$ cat config.mk
export PLATFORM = sky130hd
export DESIGN_NAME = score_accumulator
export DESIGN_NICKNAME = d
export VERILOG_FILES = /design/src/rtl/score_accumulator.sv
export SDC_FILE = /design/constraint.sdc
export NUM_CORES = 1
export LEC_CHECK = 0
export ABC_CLOCK_PERIOD_IN_PS = 3200
export BUFFER_PORTS_ARGS = -buffer_cell sky130_fd_sc_hd__buf_2
export CAP_MARGIN = 20
export CORE_MARGIN = 2
export CORE_UTILIZATION = 35
export CTS_BUF_LIST = sky130_fd_sc_hd__clkbuf_8
export CTS_CLUSTER_SIZE = 28
export DETAILED_ROUTE_END_ITERATION = 16
export PLACE_DENSITY_LB_ADDON = 0.15
export SETUP_SLACK_MARGIN = 0.3
export SLEW_MARGIN = 5
export SYNTH_ARGS = -nofsm -noshare
export SYNTH_HDL_FRONTEND = slang
export SYNTH_SLANG_ARGS = --single-unit
$ cat constraint.sdc
create_clock -name clk -period 3.2 [get_ports clk]
set_input_delay 0.64 -clock clk [delete_from_list [all_inputs] [get_ports clk]]
set_output_delay 0.64 -clock clk [all_outputs]
set_load 0.05 [all_outputs]
$ cat src/rtl/score_accumulator.sv
// score_accumulator: packed-BCD score register with a digit-serial adder.
// Define SCORE_HISCORE_EN to add the hi_score output and its register.
module score_accumulator #(
    parameter logic [11:0] SAT_VALUE = 12'h999
) (
    input  logic        clk,
    input  logic        rst_n,
    input  logic        clear,
    input  logic        pts_valid,
    output logic        pts_ready,
    input  logic [3:0]  pts,
    output logic [11:0] score,
    output logic        saturated,
    output logic        score_upd
`ifdef SCORE_HISCORE_EN
    ,
    output logic [11:0] hi_score
`endif
);

    typedef enum logic [1:0] {
        IDLE = 2'd0,
        ONES = 2'd1,
        TENS = 2'd2,
        HUND = 2'd3
    } state_t;

    state_t      state_q;
    state_t      state_d;

    logic        xfer;

    logic        cap_p1;
    logic [3:0]  cap_p0;
    logic        p1_q;
    logic [3:0]  p0_q;

    logic [3:0]  wk_ones_q;
    logic [3:0]  wk_tens_q;
    logic        c0_q;
    logic        c1_q;

    logic [4:0]  ones_sum;
    logic [4:0]  tens_sum;
    logic [4:0]  hund_sum;
    logic [3:0]  ones_nxt;
    logic [3:0]  tens_nxt;
    logic        c0_nxt;
    logic        c1_nxt;

    logic [11:0] cand;
    logic        sat_hit;
    logic [11:0] commit_val;

    assign pts_ready = (state_q == IDLE) && !clear && rst_n;
    assign xfer      = pts_valid && pts_ready;

    // Split incoming binary points into a tens digit (0/1) and ones digit.
    always_comb begin
        cap_p1 = (pts >= 4'd10);
        cap_p0 = pts;
        if (cap_p1) begin
            cap_p0 = pts - 4'd10;
        end
    end

    // Ones digit: add captured ones with decimal adjust.
    always_comb begin
        ones_sum = {1'b0, score[3:0]} + {1'b0, p0_q};
        c0_nxt   = (ones_sum > 5'd9);
        ones_nxt = ones_sum[3:0];
        if (c0_nxt) begin
            ones_nxt = 4'(ones_sum - 5'd10);
        end
    end

    // Tens digit: add captured tens plus ones carry with decimal adjust.
    always_comb begin
        tens_sum = {1'b0, score[7:4]} + {4'b0, p1_q} + {4'b0, c0_q};
        c1_nxt   = (tens_sum > 5'd9);
        tens_nxt = tens_sum[3:0];
        if (c1_nxt) begin
            tens_nxt = 4'(tens_sum - 5'd10);
        end
    end

    // Hundreds digit and saturation decision for the commit edge.
    always_comb begin
        hund_sum   = {1'b0, score[11:8]} + {4'b0, c1_q};
        cand       = {hund_sum[3:0], wk_tens_q, wk_ones_q};
        sat_hit    = (hund_sum > 5'd9) || (cand > SAT_VALUE);
        commit_val = cand;
        if (sat_hit) begin
            commit_val = SAT_VALUE;
        end
    end

    // Next-state logic; clear returns to IDLE from any state.
    always_comb begin
        state_d = state_q;
        if (clear) begin
            state_d = IDLE;
        end else begin
            unique case (state_q)
                IDLE: begin
                    if (xfer) begin
                        state_d = ONES;
                    end
                end
                ONES: state_d = TENS;
                TENS: state_d = HUND;
                HUND: state_d = IDLE;
                default: state_d = IDLE;
            endcase
        end
    end

    // State register.
    always_ff @(posedge clk or negedge rst_n) begin
        if (!rst_n) begin
            state_q <= IDLE;
        end else begin
            state_q <= state_d;
        end
    end

    // Capture points and run one digit per cycle in the working register.
    always_ff @(posedge clk or negedge rst_n) begin
        if (!rst_n) begin
            p1_q      <= 1'b0;
            p0_q      <= 4'd0;
            wk_ones_q <= 4'd0;
            wk_tens_q <= 4'd0;
            c0_q      <= 1'b0;
            c1_q      <= 1'b0;
        end else if (clear) begin
            p1_q      <= 1'b0;
            p0_q      <= 4'd0;
            wk_ones_q <= 4'd0;
            wk_tens_q <= 4'd0;
            c0_q      <= 1'b0;
            c1_q      <= 1'b0;
        end else begin
            unique case (state_q)
                IDLE: begin
                    if (xfer) begin
                        p1_q <= cap_p1;
                        p0_q <= cap_p0;
                    end
                end
                ONES: begin
                    wk_ones_q <= ones_nxt;
                    c0_q      <= c0_nxt;
                end
                TENS: begin
                    wk_tens_q <= tens_nxt;
                    c1_q      <= c1_nxt;
                end
                HUND: begin
                    c0_q <= 1'b0;
                    c1_q <= 1'b0;
                end
                default: begin
                    c0_q <= 1'b0;
                    c1_q <= 1'b0;
                end
            endcase
        end
    end

    // Visible score only moves on the HUND edge, so no partial digits show.
    always_ff @(posedge clk or negedge rst_n) begin
        if (!rst_n) begin
            score     <= 12'h000;
            saturated <= 1'b0;
            score_upd <= 1'b0;
        end else if (clear) begin
            score     <= 12'h000;
            saturated <= 1'b0;
            score_upd <= 1'b0;
        end else begin
            score_upd <= 1'b0;
            if (state_q == HUND) begin
                score     <= commit_val;
                saturated <= saturated | sat_hit;
                score_upd <= 1'b1;
            end
        end
    end

`ifdef SCORE_HISCORE_EN
    // Best committed score; survives clear, only reset zeroes it.
    always_ff @(posedge clk or negedge rst_n) begin
        if (!rst_n) begin
            hi_score <= 12'h000;
        end else if (!clear && (state_q == HUND)) begin
            if (commit_val > hi_score) begin
                hi_score <= commit_val;
            end
        end
    end
`endif

endmodule

Yosys cells after proc, flatten, opt, wreduce, memory -nomap -nowiden --
Index checks and enable logic that the tools add are counted. W data, S select, Z words.
Word-level totals: flip-flop bits (word level) 31, input port bits 8, word-level logic and storage cells 68
Cells by class: add/subtract/negate cells 7, $lt $le $gt $ge 5, equality and inequality tests 4, multiplexer cells 27, bitwise gates (word level) 1, reduce and logical (&&, ||, !) cells 14
Operators by type and width (number):
- $mux W4 | 10
- $mux W12 | 3
- $gt A5 B4 Y1 const B | 3
- $gt A12 B12 Y1 const B | 1
- $sub A4 B4 Y4 const B | 3
- $add A4 B1 Y5 | 2
- $reduce_bool A2 Y1 | 5
- $mux W1 | 9
- $pmux W2 S4 | 1
- $reduce_bool A3 Y1 | 2
- $add A4 B4 Y5 | 1
- $add A5 B1 Y5 | 1
- $eq A2 B2 Y1 const B | 2
- $ge A4 B4 Y1 const B | 1
- $mux W2 | 2
- $pmux W1 S2 | 2
- $logic_and A1 B1 Y1 | 3
- $ne A3 B3 Y1 const B | 1
- $eq A2 B1 Y1 const B | 1
- $logic_not A2 Y1 | 1
- $reduce_and A2 Y1 | 1
- $logic_not A1 Y1 | 1
- $logic_or A1 B1 Y1 | 1
- $or A1 B1 Y1 | 1

Logic depth before layout (Yosys ltp) --
Gate-level depths: netlist of the first run.
depth after elaboration 7, depth in mapped cells 11

Worst setup path after synthesis of the first run --
Ideal clock, no wire load.
path kind flip-flop to flip-flop, start point register score[0], end point register wk_ones_q[2], library setup time 0.120 ns, arrival time 2.554 ns, required time 3.080 ns, path slack 0.526 ns, cell stages (with the launch flop) 12, clock period less this slack 2.674 ns, path through dfrtp_1 -> ha_1 -> inv_1 -> fa_1 -> xnor2_1 -> inv_1 -> ha_1 -> nand2b_1 -> o21ai_0 -> nor3_1 -> o21ai_0 -> a41o_1
Between the ends: word-level cells in the longest chain between the ends 5, elaborated cells between the ends (all ways) 6, classes of those cells 2 x add/sub; 1 x order compare; 3 x mux
RTL lines:
- start, declared | line 12 | output logic [11:0] score,
- start signal, assigned | line 184 | score <= commit_val;
- $add A4 B4 Y5 (*) | line 69 | ones_sum = {1'b0, score[3:0]} + {1'b0, p0_q};
- $sub A4 B4 Y4 / $gt A5 B4 Y1 (equally long branches) | line 73, 70
- $mux W4 (*) | line 72 | if (c0_nxt) begin
- $mux W4 (*) | line 144 | unique case (state_q)
- $mux W4 (*) | line 136 | end else if (clear) begin
- end signal, assigned | line 152 | wk_ones_q <= ones_nxt;
- end, declared | line 38 | logic [3:0] wk_ones_q;
Mark *: on every way between the ends. The rest lies on a longest branch, timed or not. The select of a mux whose other input is x is not followed. A chain may end at the register's enable or synchronous reset.

Final worst setup path of the first run --
Ends and elaborated chain as after synthesis.

==> impl_metrics.yaml, run 1 <==
timing:
  min_period_ps: 2670
  relSlewSlack_pct: 42.38
  setup_viol: 0
  rsz0062_at_grt: "no"
  finalSetupTns_ps: 0
  period_share_pct: 83.45
  hold_viol: 0
  slew_viol_final: 0
  fmax_ghz: 0.3745
  tightest_slew_ps: 861.1
  finClkSkew_ps: 6.617
clock_network:
  postCtsResizedCells: 0
  cts_tree: "done"
  cts_made_buffers: 5
  clk_latency_ps: 280
  hold_buffers: 0
  clock_path_buffers: 2
  cts_root_buffer: "clkbuf_8"
  cts.reportedPaths.clkPinSlew_ps: 70
  post_cts_buffers: 0
  htreeDepth: 2
  cts.sink_count: 31
global_routing:
  grt_start_max_net_pins: 34
  grt_pass1_wl_microns: 7341
  grt.total_usage_pct: 15.94
  first_global_vias: 1449
  overflow: 0
  antenna_found_initial: 0
critical_path:
  critPathArrivalTime_ps: 2830
  crit_required_ps: 3360
  max_stage_delay_ps: 410
  reg2reg_depth: 11
  critPathKind: "reg2reg"
  slowest_stage: "fa_1"
  crit_fanout: 4
  rrSetupSlack_ps: 530
  start_kind: "flip-flop"
  critPathCaptureType: "flip-flop"
  critPathBufInv: 2
  crit_start: "score[0]"
  worstReg2RegStart: "score[0]"
  path_delay_family: "adder cells"
  r2r-end: "wk_ones_q[2]"
  crit_chain: "ha_1, inv_1, fa_1, xnor2_1, inv_1, ha_1, nand2b_1, o21ai_0, nor3_1, o21ai_0, a41o_1"
placement:
  dp_hpwl_microns: 3144
  gp_congestion: 0.9362
  numPortBuffers: 22
  place_area_sq_mm: 0.002001
pwr:
  seqPwrFrac_pct: 41.7
  power_density_mw_per_mm2: 524.1
  swShare_pct: 30.43
  leakage_nw: 1.011
  clkPwrFrac_pct: 35.8
  internal-power_mw: 0.7723
  power.switching_mw: 0.3379
  ir_drop_mv: 0.3008
  power_frac_comb_pct: 22.6
floorplan:
  die_area_sq_mm: 0.005821
  coreArea_sq_mm: 0.005075
  die-width_microns: 76.30
  initial_utilization_pct: 36.05
  die_h_microns: 76.30
  io_pins: 23
  fp-row-count: 26
cells_and_area:
  multi_input_area_sq_um: 967.2
  fill_cells: 530
  final_area_sq_mm: 0.002118
  seqCellArea_sq_um: 775.7
  finalNetCount: 232
  n_antenna_cell: 0
  post_route_cells_drive_above_1_share_pct: 17.70
  area_delta_synth_final_pct: 15.80
drt:
  via_per_inst: 5.376
  drc: 0
  drt_wl_total_microns: 4336
  post_drt_wl_per_cell_microns: 15.54
  vias: 1500
  first_pass_iters: 4
  drt-initial-drc-count: 70
  antenna_left: 0
synth:
  syn_inst: 185
  ys.flop_type: "dfrtp_1"
  ys_seq_area_share_pct: 42.41
  postSynth.asyncResetShare_pct: 100.0
  synth_nets: 209
  yosys_register_bits: 31
  avgSynthCellArea_sq_um: 9.888
  ys_types: 43
  synth_edf_count: 0
  yosysWarnings: 0
  synth_area_sq_mm: 0.001829
min_path:
  hold_class: "in2async"
job:
  cap_violations: 0
outcome:
  status: "finished, final reports clean"
-- state kept, by name (all words and copies together), names as in the netlist --
| register | count |
|---|---|
| score_upd | 1 |
| c1_q | 1 |
| saturated | 1 |
| score | 12 |
| p1_q | 1 |
| c0_q | 1 |
| p0_q | 4 |
| wk_ones_q | 4 |
| wk_tens_q | 4 |
| state_q | 2 |
-- stage by stage --
stage | hold slack, ps | worst slack, ps | instances | util, % | total power, mW
after floorplan | 344.4 | 525.7 | 185 | - | 0.6462
after global placement | 469.4 | 754.9 | 271 | 39.42 | 0.7121
after detailed placement | 476.0 | 608.9 | 271 | 39.42 | 0.7191
after CTS | 429.5 | 582.3 | 279 | 41.74 | 1.122
after global routing | 450.6 | 320.6 | 279 | 41.74 | 1.184
final | 421.4 | 529.7 | 279 | 41.74 | 1.110
-- worst reg2reg max path: stages, from the launching register on --
cell and delay [ps]:
dfrtp_1 370, ha_1 180, inv_1 60, fa_1 410
xnor2_1 320, inv_1 80, ha_1 230, nand2b_1 120
o21ai_0 100, nor3_1 300, o21ai_0 140, a41o_1 250
-- layout by cell type, fill, tap and decap left out, drive strengths merged, types with 2 or more instances in the layout --
cell	Yosys	final
dfrtp	31	31
buf	1	23
nor2	16	16
inv	14	14
ha	14	14
o21ai	12	12
a21oi	11	11
nand3	9	9
nand2	8	8
a221o	6	6
nand2b	6	6
clkbuf	6	6
mux2i	5	5
a31oi	4	4
a211oi	4	4
a22o	4	4
nor3	4	4
xnor2	3	3
nor2b	3	3
and3	3	3
nand4	2	2
fa	2	2
o311ai	2	2
-- how the worst max path moves through the flow --
stage              endpoint  cells after the start  slack [ps]
2_1_floorplan  wk_ones_q[2]                     11         530
3_3_place_gp   wk_ones_q[2]                     11         750
3_5_place_dp   wk_ones_q[2]                     11         610
4_1_cts        wk_ones_q[2]                     11         580
5_1_grt        wk_ones_q[2]                     11         320
6_report       wk_ones_q[2]                     11         530
-- logic make-up after synthesis --
kind of cell | Yosys count | synth area share [%]
mux | 5 | 2.736
compound gates | 52 | 20.52
fa+ha+maj | 16 | 11.76
flops | 31 | 42.41
buf+inv | 21 | 4.719
xor+xnor | 4 | 1.916
simple gates | 56 | 15.94
-- final cells by class --
| class | count | area share [%] |
|---|---|---|
| inverter | 14 | 2.481 |
| sequential | 31 | 36.62 |
| clock inverter | 2 | 1.654 |
| clock buffer | 6 | 3.898 |
| timing repair buffer | 23 | 5.552 |
| multi-input combinational | 133 | 45.66 |
| tap | 70 | 4.135 |
-- layer usage --
metal | share of wire [%] | global-route usage, %
met1 | 50 | 21.89
met2 | 46 | 24.78
met3 | 3.7 | 4.384
met4 | 0.67 | 4.364
met5 | 0 | 0
-- power groups by stage --
stage	registers (mW)	clock network [mW]	logic [mW]
2_1_floorplan	0.463	0	0.183
3_3_place_gp	0.469	0	0.243
3_5_place_dp	0.469	0	0.250
4_1_cts	0.462	0.409	0.252
5_1_grt	0.467	0.428	0.288
6_report	0.462	0.397	0.251
-- Yosys cell counts, types with 3 or more instances --
library cell,count,share of area (%)
nand2_1,8,1.6
nand3_1,9,2.5
a31oi_1,4,1.4
a21oi_1,11,3.0
nor2_1,16,3.3
nor2b_1,3,1.0
xnor2_1,3,1.4
clkbuf_1,6,1.2
a211oi_1,4,1.6
nor3_1,3,0.82
ha_1,14,9.6
inv_1,14,2.9
o21ai_0,11,3.0
dfrtp_1,31,42
a22o_1,3,1.4
nand2b_1,6,2.1
a221o_1,6,3.3
mux2i_1,5,2.7
Power figures use the tool's default switching activity.
==> run 2: changes to the inputs <==
--- a/config.mk
+++ b/config.mk
@@ -5,7 +5,7 @@
 export SDC_FILE = /design/constraint.sdc
 export NUM_CORES = 1
 export LEC_CHECK = 0
-export ABC_CLOCK_PERIOD_IN_PS = 3200
+export ABC_CLOCK_PERIOD_IN_PS = 2350
 export BUFFER_PORTS_ARGS = -buffer_cell sky130_fd_sc_hd__buf_2
 export CAP_MARGIN = 20
 export CORE_MARGIN = 2
==> constraint.sdc (replaced) <==
create_clock -name clk -period 2.35 [get_ports clk]
set_input_delay 0.47 -clock clk [delete_from_list [all_inputs] [get_ports clk]]
set_output_delay 0.47 -clock clk [all_outputs]
set_load 0.05 [all_outputs]
==> impl_metrics.yaml, run 2 (synthesis gave the netlist of run 1 again) <==
pwr:
  ir_drop_mv: 0.3117
  leakage_nw: 1.059
  power_density_mw_per_mm2: 674.5
timing:
  min_period_ps: 2102
  finalSetupTns_ps: 0
  relSlewSlack_pct: 61.02
  setup_viol: 0
  hold_viol: 0
  rsz0062_at_grt: "yes"
  fin_hold_ws_ps: 273.0
  slew_viol_final: 0
  finClkSkew_ps: 13.48
  tightest_slew_ps: 582.5
  fmax_ghz: 0.4758
  period_share_pct: 89.43
critical_path:
  r2r-end: "wk_ones_q[2]"
  rrSetupSlack_ps: 250
  critPathArrivalTime_ps: 2290
  reg2reg_depth: 9
  start_kind: "flip-flop"
  crit_required_ps: 2530
  worstReg2RegStart: "p0_q[0]"
  crit_fanout: 3
  critPathKind: "reg2reg"
  critPathCaptureType: "flip-flop"
  crit_start: "p0_q[0]"
cells_and_area:
  largest_register_ffs: 12
  final_common_cell: "dfrtp_1"
  multi_input_area_sq_mm: 0.001090
  finalNetCount: 243
  top_register: "score"
  post_route_cells_drive_above_1_share_pct: 32.27
  seqCellArea_sq_um: 780.7
  area_delta_synth_final_pct: 27.29
  n_antenna_cell: 0
  fill_cells: 511
  layout_common_cells: "27 x dfrtp_1, 21 x buf_2, 16 x nor2_1, 12 x inv_1, 11 x buf_4"
drt:
  drt_wl_total_microns: 4620
  post_drt_wl_per_cell_microns: 15.93
  drc: 0
  vias: 1567
  drt-initial-drc-count: 77
  antenna_left: 0
  via_per_inst: 5.403
  first_pass_iters: 4
clock_network:
  cts_made_buffers: 5
  clock_path_buffers: 2
  cts.reportedPaths.clkPinSlew_ps: 80
  cts_root_buffer: "clkbuf_8"
  cts.sink_count: 31
  clk_latency_ps: 290
  cts_tree: "done"
  htreeDepth: 2
global_routing:
  grt.total_usage_pct: 16.91
  grt_use_met1_pct: 22.59
  grt_pass1_wl_microns: 7831
  top_usage_layer: "met2"
  grt_use_met2_pct: 26.28
  first_global_vias: 1577
  grt_start_max_net_pins: 31
  antenna_found_initial: 0
  grt_util_met3_pct: 3.910
  overflow: 0
placement:
  dp_hpwl_microns: 3373
  numPortBuffers: 22
  gp_congestion: 0.9294
floorplan:
  die_h_microns: 76.30
  initial_utilization_pct: 36.05
  die_area_sq_mm: 0.005821
  die-width_microns: 76.30
  coreArea_sq_mm: 0.005075
  fp-row-count: 26
  io_pins: 23
outcome:
  status: "finished, final reports clean"
job:
  cap_violations: 0
min_path:
  hold_class: "in2async"
[run 2: cell count changes in the layout (fill, tap and decap cells not counted), moves of 4 or more]
cell     previous run  this run
buf_4               1        11
ha_1               14         8
dfrtp_1            31        27
ha_4                0         4
dfrtp_2             0         4
[run 2: layout make-up]
| type | instances | area share (%) |
|---|---|---|
| Multi-Input combinational cell | 133 | 46.80 |
| Clock buffer | 5 | 2.955 |
| Clock inverter | 3 | 1.881 |
| Timing Repair Buffer | 34 | 8.812 |
| Inverter | 14 | 2.257 |
| Sequential cell | 31 | 33.53 |
| Tap cell | 70 | 3.761 |
[run 2: how the worst max path moves through the flow]
stage,endpoint,slack [ps],depth (start not counted)
after floorplan,wk_ones_q[2],80,11
after global placement,wk_ones_q[2],190,11
after detailed placement,wk_ones_q[2],120,11
after CTS,wk_ones_q[2],230,9
after global routing,wk_ones_q[1],160,11
final,wk_ones_q[2],250,9
[run 2: routing by layer]
metal,share of wire [%],routed length [microns]
met1,47,2170
met2,48,2216
met3,3.4,159
met4,1.6,74
met5,0,0
[run 2: critical path, stage by stage (launching register included)]
cell,delay (ps)
dfrtp_1,380
ha_4,140
inv_2,30
fa_2,370
xnor2_2,160
inv_2,80
ha_4,150
nand2b_4,60
a311o_1,370
a41o_1,240
[run 2: where the power goes]
group	switching (mW)	internal, mW	total [mW]	leakage, nW
Combinational	0.240	0.171	0.411	0.578
Sequential	0.0482	0.583	0.632	0.423
Clock	0.213	0.316	0.528	0.0581
Total	0.501	1.07	1.57	1.06
[run 2: through the flow]
step	total power [mW]	area, sq um	utilization [%]	worst slack (ps)	instances
after global placement	0.9874	2081	41.00	189.5	273
final	1.570	2328	45.88	248.3	290
after global routing	1.668	2328	45.88	158.9	290
after floorplan	0.8911	1894	-	82.19	185
after detailed placement	1.009	2081	41.00	124.5	273
after CTS	1.570	2262	44.58	226.5	286
[run 2: what timing repair did]
| action | in CTS | in global routing |
|---|---|---|
| gates resized for setup | 6 | 8 |
| setup endpoints to repair | 8 | 19 |
| hold buffers | 1 | 0 |
| pin swaps | 8 | 10 |
| buffers inserted | 4 | 4 |
| hold endpoints to repair | 2 | 0 |
